--- src/rtl/vend_coin_scheduler_if.sv ---
// rtl/vend_coin_scheduler_if.sv - coin/bill intake, credit and actuator signals of the coin scheduler
interface vend_coin_scheduler_if;
   logic       coin_valid;
   logic [1:0] coin_value;
   logic       coin_ready;
   logic       bill_valid;
   logic       bill_ready;
   logic [1:0] money;
   logic       dispense;
   logic       change;
   logic       motor_on;
   logic       hopper_on;
   logic       busy;

   modport master (
      output coin_valid, coin_value, bill_valid, dispense, change,
      input  coin_ready, bill_ready, money, motor_on, hopper_on, busy
   );

   modport slave (
      input  coin_valid, coin_value, bill_valid, dispense, change,
      output coin_ready, bill_ready, money, motor_on, hopper_on, busy
   );
endinterface

--- src/rtl/vend_coin_scheduler.sv ---
// rtl/vend_coin_scheduler.sv - buffers coins and bills, issues credits round-robin with a gap,
// and sequences the dispense motor and change hopper from the vending FSM flags
module vend_coin_scheduler #(
   parameter int DEPTH    = 4,
   parameter int DISP_CYC = 8,
   parameter int CHG_CYC  = 4
) (
   input logic                 clk,
   input logic                 rst,
   vend_coin_scheduler_if.slave bus
);
   localparam int PW   = $clog2(DEPTH);
   localparam int MAXC = (DISP_CYC > CHG_CYC) ? DISP_CYC : CHG_CYC;
   localparam int CW   = $clog2(MAXC + 1);

   localparam logic [2:0] S_IDLE   = 3'd0;
   localparam logic [2:0] S_ISSUE  = 3'd1;
   localparam logic [2:0] S_GAP    = 3'd2;
   localparam logic [2:0] S_VEND   = 3'd3;
   localparam logic [2:0] S_REFUND = 3'd4;

   logic [1:0]    r_coin_mem [DEPTH];
   logic [PW-1:0] r_coin_wp;
   logic [PW-1:0] r_coin_rp;
   logic [PW:0]   r_coin_cnt;
   logic [PW:0]   r_bill_cnt;
   logic [2:0]    r_state;
   logic [1:0]    r_money;
   logic [CW-1:0] r_dur;
   logic          r_last_bill;

   logic w_coin_rdy;
   logic w_bill_rdy;
   logic w_coin_ne;
   logic w_bill_ne;
   logic w_coin_push;
   logic w_bill_push;
   logic w_idle;
   logic w_grant_coin;
   logic w_pop_any;
   logic w_coin_pop;
   logic w_bill_pop;

   assign w_coin_ne    = (r_coin_cnt != '0);
   assign w_bill_ne    = (r_bill_cnt != '0);
   assign w_coin_rdy   = (r_coin_cnt != (PW+1)'(DEPTH)) & !rst;
   assign w_bill_rdy   = (r_bill_cnt <  (PW+1)'(DEPTH)) & !rst;
   // An invalid coin completes the handshake but never occupies a slot.
   assign w_coin_push  = bus.coin_valid & w_coin_rdy & (bus.coin_value != 2'b00);
   assign w_bill_push  = bus.bill_valid & w_bill_rdy;
   assign w_idle       = (r_state == S_IDLE);
   assign w_grant_coin = w_coin_ne & (!w_bill_ne | r_last_bill);
   assign w_pop_any    = w_idle & (w_coin_ne | w_bill_ne);
   assign w_coin_pop   = w_pop_any & w_grant_coin;
   assign w_bill_pop   = w_pop_any & !w_grant_coin;

   always_ff @(posedge clk) begin
      if (w_coin_push) begin
         r_coin_mem[r_coin_wp] <= bus.coin_value;
      end
   end

   always_ff @(posedge clk) begin
      if (rst) begin
         r_coin_wp  <= '0;
         r_coin_rp  <= '0;
         r_coin_cnt <= '0;
         r_bill_cnt <= '0;
      end else begin
         if (w_coin_push) r_coin_wp <= r_coin_wp + 1'b1;
         if (w_coin_pop)  r_coin_rp <= r_coin_rp + 1'b1;
         r_coin_cnt <= r_coin_cnt + (PW+1)'(w_coin_push) - (PW+1)'(w_coin_pop);
         r_bill_cnt <= r_bill_cnt + (PW+1)'(w_bill_push) - (PW+1)'(w_bill_pop);
      end
   end

   always_ff @(posedge clk) begin
      if (rst) begin
         r_state     <= S_IDLE;
         r_money     <= 2'b00;
         r_dur       <= '0;
         r_last_bill <= 1'b1;
      end else begin
         case (r_state)
            S_IDLE: begin
               if (w_pop_any) begin
                  r_money     <= w_grant_coin ? r_coin_mem[r_coin_rp] : 2'b11;
                  r_last_bill <= !w_grant_coin;
                  r_state     <= S_ISSUE;
               end
            end
            S_ISSUE: begin
               r_money <= 2'b00;
               r_state <= S_GAP;
            end
            // The FSM has reacted to the credit by now; dispense outranks change.
            S_GAP: begin
               if (bus.dispense) begin
                  r_dur   <= CW'(DISP_CYC - 1);
                  r_state <= S_VEND;
               end else if (bus.change) begin
                  r_dur   <= CW'(CHG_CYC - 1);
                  r_state <= S_REFUND;
               end else begin
                  r_state <= S_IDLE;
               end
            end
            S_VEND, S_REFUND: begin
               if (r_dur == '0) begin
                  r_state <= S_IDLE;
               end else begin
                  r_dur <= r_dur - 1'b1;
               end
            end
            default: begin
               r_state <= S_IDLE;
               r_money <= 2'b00;
            end
         endcase
      end
   end

   assign bus.coin_ready = w_coin_rdy;
   assign bus.bill_ready = w_bill_rdy;
   assign bus.money      = r_money;
   assign bus.motor_on   = (r_state == S_VEND);
   assign bus.hopper_on  = (r_state == S_REFUND);
   assign bus.busy       = !w_idle | w_coin_ne | w_bill_ne;
endmodule

--- src/flat_wrapper.sv ---
// flat-port wrapper written by rule: the top's interface ports become plain ports
module vend_coin_scheduler_flat 
#(
   parameter int DEPTH    = 4,
   parameter int DISP_CYC = 8,
   parameter int CHG_CYC  = 4
)
  (clk, rst, bus_coin_valid, bus_coin_value, bus_bill_valid, bus_dispense, bus_change, bus_coin_ready, bus_bill_ready, bus_money, bus_motor_on, bus_hopper_on, bus_busy);
  vend_coin_scheduler_if bus_i ();
  input logic clk;
  input logic rst;
  input wire logic [$bits(bus_i.coin_valid)-1:0] bus_coin_valid;
  input wire logic [$bits(bus_i.coin_value)-1:0] bus_coin_value;
  input wire logic [$bits(bus_i.bill_valid)-1:0] bus_bill_valid;
  input wire logic [$bits(bus_i.dispense)-1:0] bus_dispense;
  input wire logic [$bits(bus_i.change)-1:0] bus_change;
  output wire logic [$bits(bus_i.coin_ready)-1:0] bus_coin_ready;
  output wire logic [$bits(bus_i.bill_ready)-1:0] bus_bill_ready;
  output wire logic [$bits(bus_i.money)-1:0] bus_money;
  output wire logic [$bits(bus_i.motor_on)-1:0] bus_motor_on;
  output wire logic [$bits(bus_i.hopper_on)-1:0] bus_hopper_on;
  output wire logic [$bits(bus_i.busy)-1:0] bus_busy;
  assign bus_i.coin_valid = bus_coin_valid;
  assign bus_i.coin_value = bus_coin_value;
  assign bus_i.bill_valid = bus_bill_valid;
  assign bus_i.dispense = bus_dispense;
  assign bus_i.change = bus_change;
  assign bus_coin_ready = bus_i.coin_ready;
  assign bus_bill_ready = bus_i.bill_ready;
  assign bus_money = bus_i.money;
  assign bus_motor_on = bus_i.motor_on;
  assign bus_hopper_on = bus_i.hopper_on;
  assign bus_busy = bus_i.busy;
  vend_coin_scheduler #(.DEPTH(DEPTH), .DISP_CYC(DISP_CYC), .CHG_CYC(CHG_CYC)) u_core (.clk(clk), .rst(rst), .bus(bus_i));
endmodule
--- config.mk ---
export PLATFORM = sky130hd
export DESIGN_NAME = vend_coin_scheduler_flat
export DESIGN_NICKNAME = d
export VERILOG_FILES = /design/src/rtl/vend_coin_scheduler_if.sv /design/src/rtl/vend_coin_scheduler.sv /design/src/flat_wrapper.sv
export SDC_FILE = /design/constraint.sdc
export NUM_CORES = 1
export LEC_CHECK = 0
export ABC_AREA = 1
export BUFFER_PORTS_ARGS = -buffer_cell sky130_fd_sc_hd__buf_2
export CAP_MARGIN = 30
export CORE_UTILIZATION = 48
export CTS_CLUSTER_SIZE = 10
export DETAILED_ROUTE_END_ITERATION = 8
export GPL_TIMING_DRIVEN = 0
export PLACE_DENSITY = 0.75
export SLEW_MARGIN = 40
export SYNTH_ARGS = -nofsm -noshare
export SYNTH_HDL_FRONTEND = slang
export SYNTH_SLANG_ARGS = --single-unit
--- constraint.sdc ---
create_clock -name clk -period 2 [get_ports clk]
set_clock_uncertainty 0.15 [all_clocks]
set_input_delay 0.1 -clock clk [delete_from_list [all_inputs] [get_ports clk]]
set_output_delay 0.1 -clock clk [all_outputs]
set_load 0.1 [all_outputs]
==> results.yml, run 1 <==
outcome:
  status: "complete, but fails checks"
  violations: "negative setup slack"
sta:
  fin_crit_sh: 1.16
  finalCriticalPeriod_ps: 2310
  final_max_slew_viol_count: 0
  layout_setup_ws_ps: -315
  tightest_slew_ps: 570
  finalHoldViolCount: 0
  setup_violations: 5
  clock.fmax_mhz: 432
  slew_headroom: 0.620
  rsz0062_at_grt: "true"
routing:
  antenna_left: 0
  wl_per_cell_um: 11.1
  first_pass_iters: 4
  vias: 1412
  wl_um: 3290
  drc: 0
  drt-initial-drc-count: 29
  via_per_inst: 4.75
layout:
  nNetsFinal: 271
  diodes: 0
  drive_gt1_frac: 0.320
  fillers: 263
  syn_to_final_growth_pct: 32.5
die:
  die_y_um: 59.6
  coreArea_mm2: 0.00310
  die_w_um: 59.6
  ios: 15
  dieArea_mm2: 0.00355
  initial_utilization: 0.513
  placementRows: 20
cts:
  clk_latency_ps: 330
  cts_tree: "done"
  htree_levels: 2
  cts_root_buf: "clkbuf_4"
  path_clk_slew_ps: 90
  cts.sinks: 30
  clockBufferDepth: 2
  cts_buffers: 5
global_route:
  track_usage: 0.224
  grt_first_pass_wirelength_um: 5700
  antenna_found_initial: 0
  grt_max_degree: 11
  first_global_vias: 1392
  overflow: 0
min_path:
  hold_path.class: "input port to flop"
flow_run:
  cap_violations: 0
power:
  p_per_area_mw_per_mm2: 1600
  p_leak_nw: 1.00
  power_mw: 3.39
  peakVddDrop_uv: 887
yosys:
  yosys_register_bits: 30
  ys_seq_area_frac: 0.428
  synth_top_area_cell: "dfxtp_1"
  synth-edff-count: 8
  synth_top_area_frac: 0.277
  synthCells: 208
  syn-cell-area_mm2: 0.00159
  yosysWarningCount: 0
  synth_area_leaders: "dfxtp_1, edfxtp_1, inv_1"
  synth_nets: 227
  ys_types: 24
  postSynthAreaPerCell_um2: 7.65
  ys_async_sr_fraction: 0
  ys.flop_type: "dfxtp_1"
place:
  port_buffers: 14
  finalWeightedCongestion: 0.753
  dp_slack_ps: -316
  hpwl_um: 2080
critical_path:
  critPathCaptureType: "flop"
  crit_type: "flop to flop"
  arrival_ps: 2420
  start_kind: "flop"
  critPathRequiredTime_ps: 2100
  worstPathMaxFanout: 3
## kinds of logic (layout without fill, tap and decap cells)
| group | count (synthesis) | count (layout) | share of synthesized area |
|---|---|---|---|
| and+or+nand+nor | 88 | 88 | 0.253 |
| buffers and inverters | 49 | 94 | 0.116 |
| DFF | 30 | 30 | 0.428 |
| AOI/OAI and AO/OA | 26 | 26 | 0.0857 |
| adders and majority gates | 11 | 11 | 0.0959 |
| xor gates and xnor gates | 4 | 4 | 0.0220 |
## registers in the layout, summed over array words and instances, names as in the netlist, named ones only
name,flops
u_core.bus.money,2
u_core.r_bill_cnt,3
u_core.r_coin_cnt,3
u_core.r_coin_mem,8
u_core.r_coin_rp,2
u_core.r_coin_wp,2
u_core.r_dur,4
u_core.r_last_bill,1
u_core.r_state,3
## cells in the final DEF (no fill, tap or decap), types with 2 or more instances in the layout
cell type and n:
nor2_4 3, inv_2 4, edfxtp_1 8, buf_2 14, nand2_4 5, a21oi_2 2
ha_1 5, nand2_1 31, clkbuf_1 2, inv_4 2, dfxtp_2 5, dfxtp_4 2
nor2_1 21, nor2_2 3, inv_1 41, nand2_2 8, dfxtp_1 15, xor2_1 2
buf_4 16, a21oi_1 15, clkinv_1 2, clkbuf_4 5, nand3_1 13, ha_4 4
fa_2 2, o21ai_0 6, dlygate4sd3_1 6
## through the flow
step           instance area, µm²  utilization  hold slack (ps)  TNS [ps]  std cells
5_1_grt                      2110        0.680             38.9     -1390        297
2_1_floorplan                1660            -             19.1      -435        208
3_3_place_gp                 1790        0.576              193      -610        266
3_5_place_dp                 1790        0.576              197      -704        266
4_1_cts                      2080        0.669             5.75      -802        294
6_report                     2110        0.680             15.1      -998        297
## repair_timing
action | in CTS | in global routing
hold buffers | 6 | 0
buffers inserted | 14 | 3
endpoints found under the hold margin | 12 | 0
setup endpoints to repair | 4 | 5
pin swaps | 1 | 2
gates cloned | 0 | 0
gates resized for setup | 19 | 4
## synth_stat cells (2+ instances only)
master / n
nand2_2: 6
xnor2_1: 2
nand2_1: 36
o21ai_0: 7
a21oi_1: 17
edfxtp_1: 8
ha_1: 9
xor2_1: 2
nor2_1: 24
inv_1: 47
dfxtp_1: 22
nor2_2: 2
nand3_1: 13
fa_1: 2
nand2_4: 2
## path summary, 6_finish.rpt
path                       start                  end  slack, ps  depth (start not counted)
max            u_core.r_state[0]   u_core.r_last_bill       -310                         15
min               bus_coin_valid  u_core.r_coin_wp[0]         20                          5
max reg2reg    u_core.r_state[0]   u_core.r_last_bill       -310                         15
min reg2reg  u_core.bus.money[0]  u_core.bus.money[0]        330                          2
## worst max-delay path, cell delays in order, from the launching register on
cell	delay, ps
dfxtp_1	340
nor2_2	140
nand2_2	100
nor2_4	140
nand2_2	70
buf_4	130
buf_4	120
buf_4	120
buf_4	120
buf_4	120
buf_4	120
buf_4	120
buf_4	120
buf_4	120
buf_4	120
o211ai_1	70
## layout make-up
class | count | area (µm²) | share of cell area
Sequential cell | 30 | 694 | 0.329
Inverter | 48 | 185 | 0.0878
Tap cell | 44 | 55.1 | 0.0261
Timing Repair Buffer | 37 | 262 | 0.124
Clock buffer | 6 | 41.3 | 0.0196
Multi-Input combinational cell | 129 | 860 | 0.407
Clock inverter | 2 | 8.76 | 0.00415
Buffer | 1 | 3.75 | 0.00178
## metal layers
layer  GRT usage  part of all wire
met1       0.258              0.43
met2       0.361              0.49
met3      0.0742             0.055
met4       0.136             0.025
met5           0                 0
## where the power goes
group,internal (mW),switching (mW)
clock,0.132,0.203
sequential,0.794,0.126
combinational,0.920,1.21
total,1.85,1.54
(Power assumes the default switching activity.)
==> inputs of run 2 (changes only) <==
--- a/config.mk
+++ b/config.mk
@@ -5,14 +5,13 @@
 export SDC_FILE = /design/constraint.sdc
 export NUM_CORES = 1
 export LEC_CHECK = 0
-export ABC_AREA = 1
 export BUFFER_PORTS_ARGS = -buffer_cell sky130_fd_sc_hd__buf_2
 export CAP_MARGIN = 30
 export CORE_UTILIZATION = 48
 export CTS_CLUSTER_SIZE = 10
 export DETAILED_ROUTE_END_ITERATION = 8
 export GPL_TIMING_DRIVEN = 0
-export PLACE_DENSITY = 0.75
+export PLACE_DENSITY = 0.76
 export SLEW_MARGIN = 40
 export SYNTH_ARGS = -nofsm -noshare
 export SYNTH_HDL_FRONTEND = slang
==> run 2 against run 1 <==
Net effect:
- clock-buffer cell count unchanged
- clock power grew 15%
- first-iteration DRC count increased to 2.7 times the previous value
- wire length fell by 10%
- critical endpoint is now u_core.r_coin_cnt[2]
- critical path depth decreased by 5
- worst hold slack worse by 6.5 ps
- core utilization shrank 0.88 points
- combinational power fell by 21%
- via count shrank 17%
- the flow finishes with violations (design-rule violations, negative setup slack)
- total power is 11% lower
- maximum frequency decreased by 4.1%
==> results.yml, run 2 <==
layout:
  diodes: 0
  largest_register_ffs: 8
  layout_commonest_cell: "dfxtp_1"
  fillers: 223
  reg_top3: "u_core.r_coin_mem: 8 flops, u_core.r_dur: 4 flops"
  syn_to_final_growth_pct: 27.4
  nNetsFinal: 198
  top_register: "u_core.r_coin_mem"
  drive_gt1_frac: 0.383
  final_cell_mix: "dfxtp_1, buf_2, nor2_1"
  layout.cells.non_filler: 211
yosys:
  syn-cell-area_mm2: 0.00150
  synthCells: 149
  yosysMostFrequentCell: "dfxtp_1"
  yosys_register_bits: 30
  synth-edff-count: 8
  yosysWarningCount: 0
  postSynthAreaPerCell_um2: 10.1
  synth_area_leaders: "dfxtp_1, edfxtp_1, ha_1"
  synth_top_area_frac: 0.293
  synth_commonest_cells: "dfxtp_1, inv_1, nor2_1"
  ys_types: 39
  synth_nets: 168
  ys_seq_area_frac: 0.453
  ys.flop_type: "dfxtp_1"
  synth_top_area_cell: "dfxtp_1"
  ys_async_sr_fraction: 0
die:
  die_w_um: 58.0
  die_y_um: 58.0
  placementRows: 19
  dieArea_mm2: 0.00336
  initial_utilization: 0.527
  coreArea_mm2: 0.00285
  ios: 15
critical_path:
  critPathRequiredTime_ps: 2070
  crit_type: "flop to flop"
  worstPathMaxFanout: 3
  start_kind: "flop"
  arrival_ps: 2480
  critPathCaptureType: "flop"
power:
  p_leak_nw: 0.741
  peakVddDrop_uv: 872
  p_per_area_mw_per_mm2: 1570
  power_mw: 3.00
sta:
  slew_headroom: 0.618
  fin_crit_sh: 1.21
  final_max_slew_viol_count: 0
  clock.fmax_mhz: 414
  tightest_slew_ps: 573
  finalHoldViolCount: 0
  setup_violations: 4
  rsz0062_at_grt: "true"
  layout_setup_ws_ps: -415
  finalCriticalPeriod_ps: 2410
cts:
  clockBufferDepth: 2
  cts_root_buf: "clkbuf_4"
  cts.sinks: 30
  cts_tree: "done"
  clk_latency_ps: 330
  htree_levels: 2
  cts_buffers: 5
  path_clk_slew_ps: 100
routing:
  first_pass_iters: 6
  drt-initial-drc-count: 79
  wl_per_cell_um: 14.0
  wl_um: 2950
  antenna_left: 0
  drc: 1
  vias: 1170
  via_per_inst: 5.55
outcome:
  violations: "design-rule violations, negative setup slack"
  status: "complete, but fails checks"
flow_run:
  cap_violations: 0
global_route:
  grt_max_degree: 11
  antenna_found_initial: 0
  grt_first_pass_wirelength_um: 5060
  overflow: 0
  first_global_vias: 1215
  track_usage: 0.205
place:
  finalWeightedCongestion: 0.770
  hpwl_um: 2000
  dp_slack_ps: -506
  place_inst: 194
  port_buffers: 14
min_path:
  hold_path.class: "input port to flop"
run 2: worst max-delay path, stage by stage (launching register included):
cell and delay (ps):
dfxtp_4 350, or3_4 400, o211ai_1 120, inv_1 80, ha_1 290, inv_2 50, ha_4 150, fa_2 350
xnor2_2 180, xnor2_1 140, nor2_1 50
run 2: final timing paths:
kind / from / to / slack, ps / cells past startpoint
setup / recovery: u_core.r_coin_cnt[0] / u_core.r_coin_cnt[2] / -410 / 10
hold / removal: bus_dispense / u_core.r_state[2] / 9 / 4
setup reg to reg: u_core.r_coin_cnt[0] / u_core.r_coin_cnt[2] / -410 / 10
hold reg to reg: u_core.bus.money[1] / u_core.bus.money[1] / 330 / 2
run 2: timing repair:
action	in CTS	in global routing
endpoints found under the hold margin	8	0
hold buffers	2	0
resized for setup	17	10
pin swaps	8	4
setup endpoints to repair	7	8
buffers inserted	7	2
run 2: final cells by class:
type	instances	area, µm²	area share
inverter	15	61.3	0.0320
sequential	30	699	0.365
clock inverter	2	12.5	0.00654
multi-input combinational	99	870	0.454
tap	31	38.8	0.0203
buffer	3	18.8	0.00980
clock buffer	6	51.3	0.0268
timing repair buffer	25	163	0.0850
run 2: routing by layer:
layer  share of wire  global-route usage  vias to the layer above
li1                -                   -                      580
met1            0.45               0.234                      566
met2            0.50               0.351                       20
met3           0.037              0.0759                        4
met4          0.0092              0.0714                        0
met5               0                   0                        -
run 2: power breakdown:
group	internal, mW	switching, mW	total, mW
Combinational	0.752	0.935	1.69
Sequential	0.777	0.149	0.927
Clock	0.169	0.215	0.383
run 2: per-stage QoR:
step | area, µm² | TNS, ps | hold WS [ps] | util
after CTS | 1880 | -1330 | 3.70 | 0.657
after floorplan | 1580 | -1340 | 48.9 | -
after global placement | 1680 | -1550 | 179 | 0.590
after global routing | 1910 | -1700 | 40.9 | 0.671
after detailed placement | 1680 | -1680 | 187 | 0.590
final | 1910 | -1310 | 8.56 | 0.671
run 2: cell families (layout without fill, tap and decap cells):
kind of cell    Yosys count  in the layout  share of synthesized area
compound gates           33             33                      0.142
xor+xnor                  7              7                     0.0408
fa+ha+maj                11             11                      0.102
buf+inv                  20             51                     0.0591
flops                    30             30                      0.453
mux                       4              4                     0.0433
simple gates             44             44                      0.160
==> inputs of run 3 (changes only) <==
--- a/config.mk
+++ b/config.mk
@@ -7,11 +7,14 @@
 export LEC_CHECK = 0
 export BUFFER_PORTS_ARGS = -buffer_cell sky130_fd_sc_hd__buf_2
 export CAP_MARGIN = 30
-export CORE_UTILIZATION = 48
+export CELL_PAD_IN_SITES_DETAIL_PLACEMENT = 1
+export CELL_PAD_IN_SITES_GLOBAL_PLACEMENT = 1
+export CORE_MARGIN = 5
+export CORE_UTILIZATION = 40
 export CTS_CLUSTER_SIZE = 10
 export DETAILED_ROUTE_END_ITERATION = 8
 export GPL_TIMING_DRIVEN = 0
-export PLACE_DENSITY = 0.76
+export PLACE_DENSITY = 0.79
 export SLEW_MARGIN = 40
 export SYNTH_ARGS = -nofsm -noshare
 export SYNTH_HDL_FRONTEND = slang
==> run 3 against run 2 <==
Net effect:
- the flow finishes with violations (negative setup slack)
- wire length up 43%
- critical endpoint is now u_core.r_bill_cnt[2]
- design area is 3.9% higher
- largest cell class unchanged
- largest power group unchanged
- total power is 11% higher
- worst setup slack got worse by 100 ps
- sequential power increased by 1%
- sequential cell count unchanged
- sequential share of layout area shrank 1.6 points
==> results.yml, run 3 (synthesized netlist as in run 2, its figures left out) <==
cts:
  htree_levels: 2
  cts_buffers: 5
  cts_root_buf: "clkbuf_8"
  cts_tree: "done"
  cts.sinks: 30
  path_clk_slew_ps: 70
  clockBufferDepth: 2
  clk_latency_ps: 290
die:
  die_y_um: 71.3
  placementRows: 22
  initial_utilization: 0.410
  coreArea_mm2: 0.00366
  die_w_um: 71.3
  dieArea_mm2: 0.00508
  ios: 15
sta:
  fin_crit_sh: 1.26
  finalCriticalPeriod_ps: 2510
  rsz0062_at_grt: "true"
  clock.fmax_mhz: 398
  finalHoldViolCount: 0
  layout_setup_ws_ps: -514
  tightest_slew_ps: 651
  tns_ps: -1740
  slew_headroom: 0.566
  setup_violations: 4
  final_max_slew_viol_count: 0
layout:
  fillers: 416
  layout_commonest_cell: "dfxtp_1"
  top_register: "u_core.r_coin_mem"
  largest_register_ffs: 8
  layout.cells.non_filler: 232
  drive_gt1_frac: 0.375
  diodes: 0
  post-route-cell-area_mm2: 0.00199
  reg_top3: "u_core.r_coin_mem: 8 flops, u_core.r_dur: 4 flops"
  final_cell_mix: "dfxtp_1, buf_2, buf_4"
  nNetsFinal: 202
  syn_to_final_growth_pct: 32.4
place:
  finalWeightedCongestion: 0.771
  place_inst: 211
  dp_slack_ps: -530
  port_buffers: 14
  hpwl_um: 2580
  post_dp_cell_area_mm2: 0.00171
critical_path:
  reg2reg_from: "u_core.r_coin_cnt[1]"
  critPathCaptureType: "flop"
  arrival_ps: 2520
  worstPathMaxFanout: 4
  r2r_setup_slack_ps: -510
  reg2reg_to: "u_core.r_bill_cnt[2]"
  critPathRequiredTime_ps: 2010
  start_kind: "flop"
  worst_r2r_path_depth: 11
  crit_type: "flop to flop"
power:
  peakVddDrop_uv: 507
  p_leak_nw: 0.769
  p_per_area_mw_per_mm2: 1680
  power_mw: 3.33
global_route:
  track_usage: 0.168
  first_global_vias: 1284
  grt_max_degree: 11
  overflow: 0
  antenna_found_initial: 0
  grt_first_pass_wirelength_um: 6420
routing:
  wl_um: 4230
  vias: 1241
  via_per_inst: 5.35
  first_pass_iters: 4
  drt-initial-drc-count: 65
  antenna_left: 0
  drc: 0
  wl_per_cell_um: 18.2
min_path:
  hold_path.class: "input port to flop"
  hp-start: "bus_dispense"
  whs_path_depth: 4
  whs_endpoint: "u_core.r_state[2]"
flow_run:
  cap_violations: 0
outcome:
  violations: "negative setup slack"
  status: "complete, but fails checks"
==> run 3: changes by cell type in the layout (fill, tap and decap cells not counted), moves of 2 or more <==
cell | previous run | this run
dfxtp_1 | 13 | 15
buf_4 | 10 | 12
clkbuf_4 | 6 | 1
clkbuf_8 | 1 | 5
==> run 3: area by class of cell <==
cell class	instances	area [µm²]	area share
multi-input cells	99	877	0.441
flip-flops and latches	30	694	0.349
repair buffers	28	183	0.0918
clock buffers	6	72.6	0.0365
inverters	15	63.8	0.0321
well taps	48	60.1	0.0302
plain buffers	4	30.0	0.0151
clock inverters	2	8.76	0.00440
==> run 3: layer usage <==
layer	vias up	share of wire	GRT usage
met4	0	0.031	0.0835
met5	-	0	0
met1	626	0.39	0.192
met2	19	0.55	0.286
li1	585	-	-
met3	11	0.027	0.0505
==> run 3: timing repair <==
item	4_1_cts	5_1_grt
pin swaps	6	8
setup buffers	7	5
hold buffers	2	0
endpoints found under the setup margin	6	8
gates resized for setup	7	21
hold endpoints to repair	8	0
==> run 3: how the worst max path moves through the flow <==
stage / start / end / slack (ps) / cells past startpoint
after global routing: u_core.r_coin_cnt[1] / u_core.r_bill_cnt[2] / -620 / 11
after CTS: u_core.r_coin_cnt[0] / u_core.r_coin_cnt[2] / -450 / 10
final: u_core.r_coin_cnt[1] / u_core.r_bill_cnt[2] / -510 / 11
after detailed placement: u_core.r_bill_cnt[1] / u_core.r_bill_cnt[2] / -530 / 11
after global placement: u_core.r_bill_cnt[1] / u_core.r_bill_cnt[2] / -460 / 11
after floorplan: u_core.r_coin_cnt[1] / u_core.r_coin_cnt[2] / -340 / 10
==> run 3: worst max-delay path: stages (launching register included) <==
cell,delay (ps)
dfxtp_4,370
or3_4,420
o21ai_4,80
and2_4,170
ha_4,200
inv_4,50
ha_4,110
inv_2,30
fa_2,390
xor2_2,160
xnor2_1,180
nor2_1,50
==> run 3: power by group <==
group / leakage, nW / switching (mW) / internal [mW] / total (mW)
Combinational: 0.470 / 1.06 / 0.852 / 1.92
Clock: 0.0426 / 0.239 / 0.239 / 0.477
Sequential: 0.256 / 0.165 / 0.775 / 0.940
Total: 0.769 / 1.47 / 1.87 / 3.33
==> run 3: through the flow <==
stage               utilization  hold slack (ps)
global route              0.543             95.0
detailed placement        0.466              195
global placement          0.466              180
floorplan                     -             48.9
CTS                       0.515             64.2
finish                    0.543             76.1
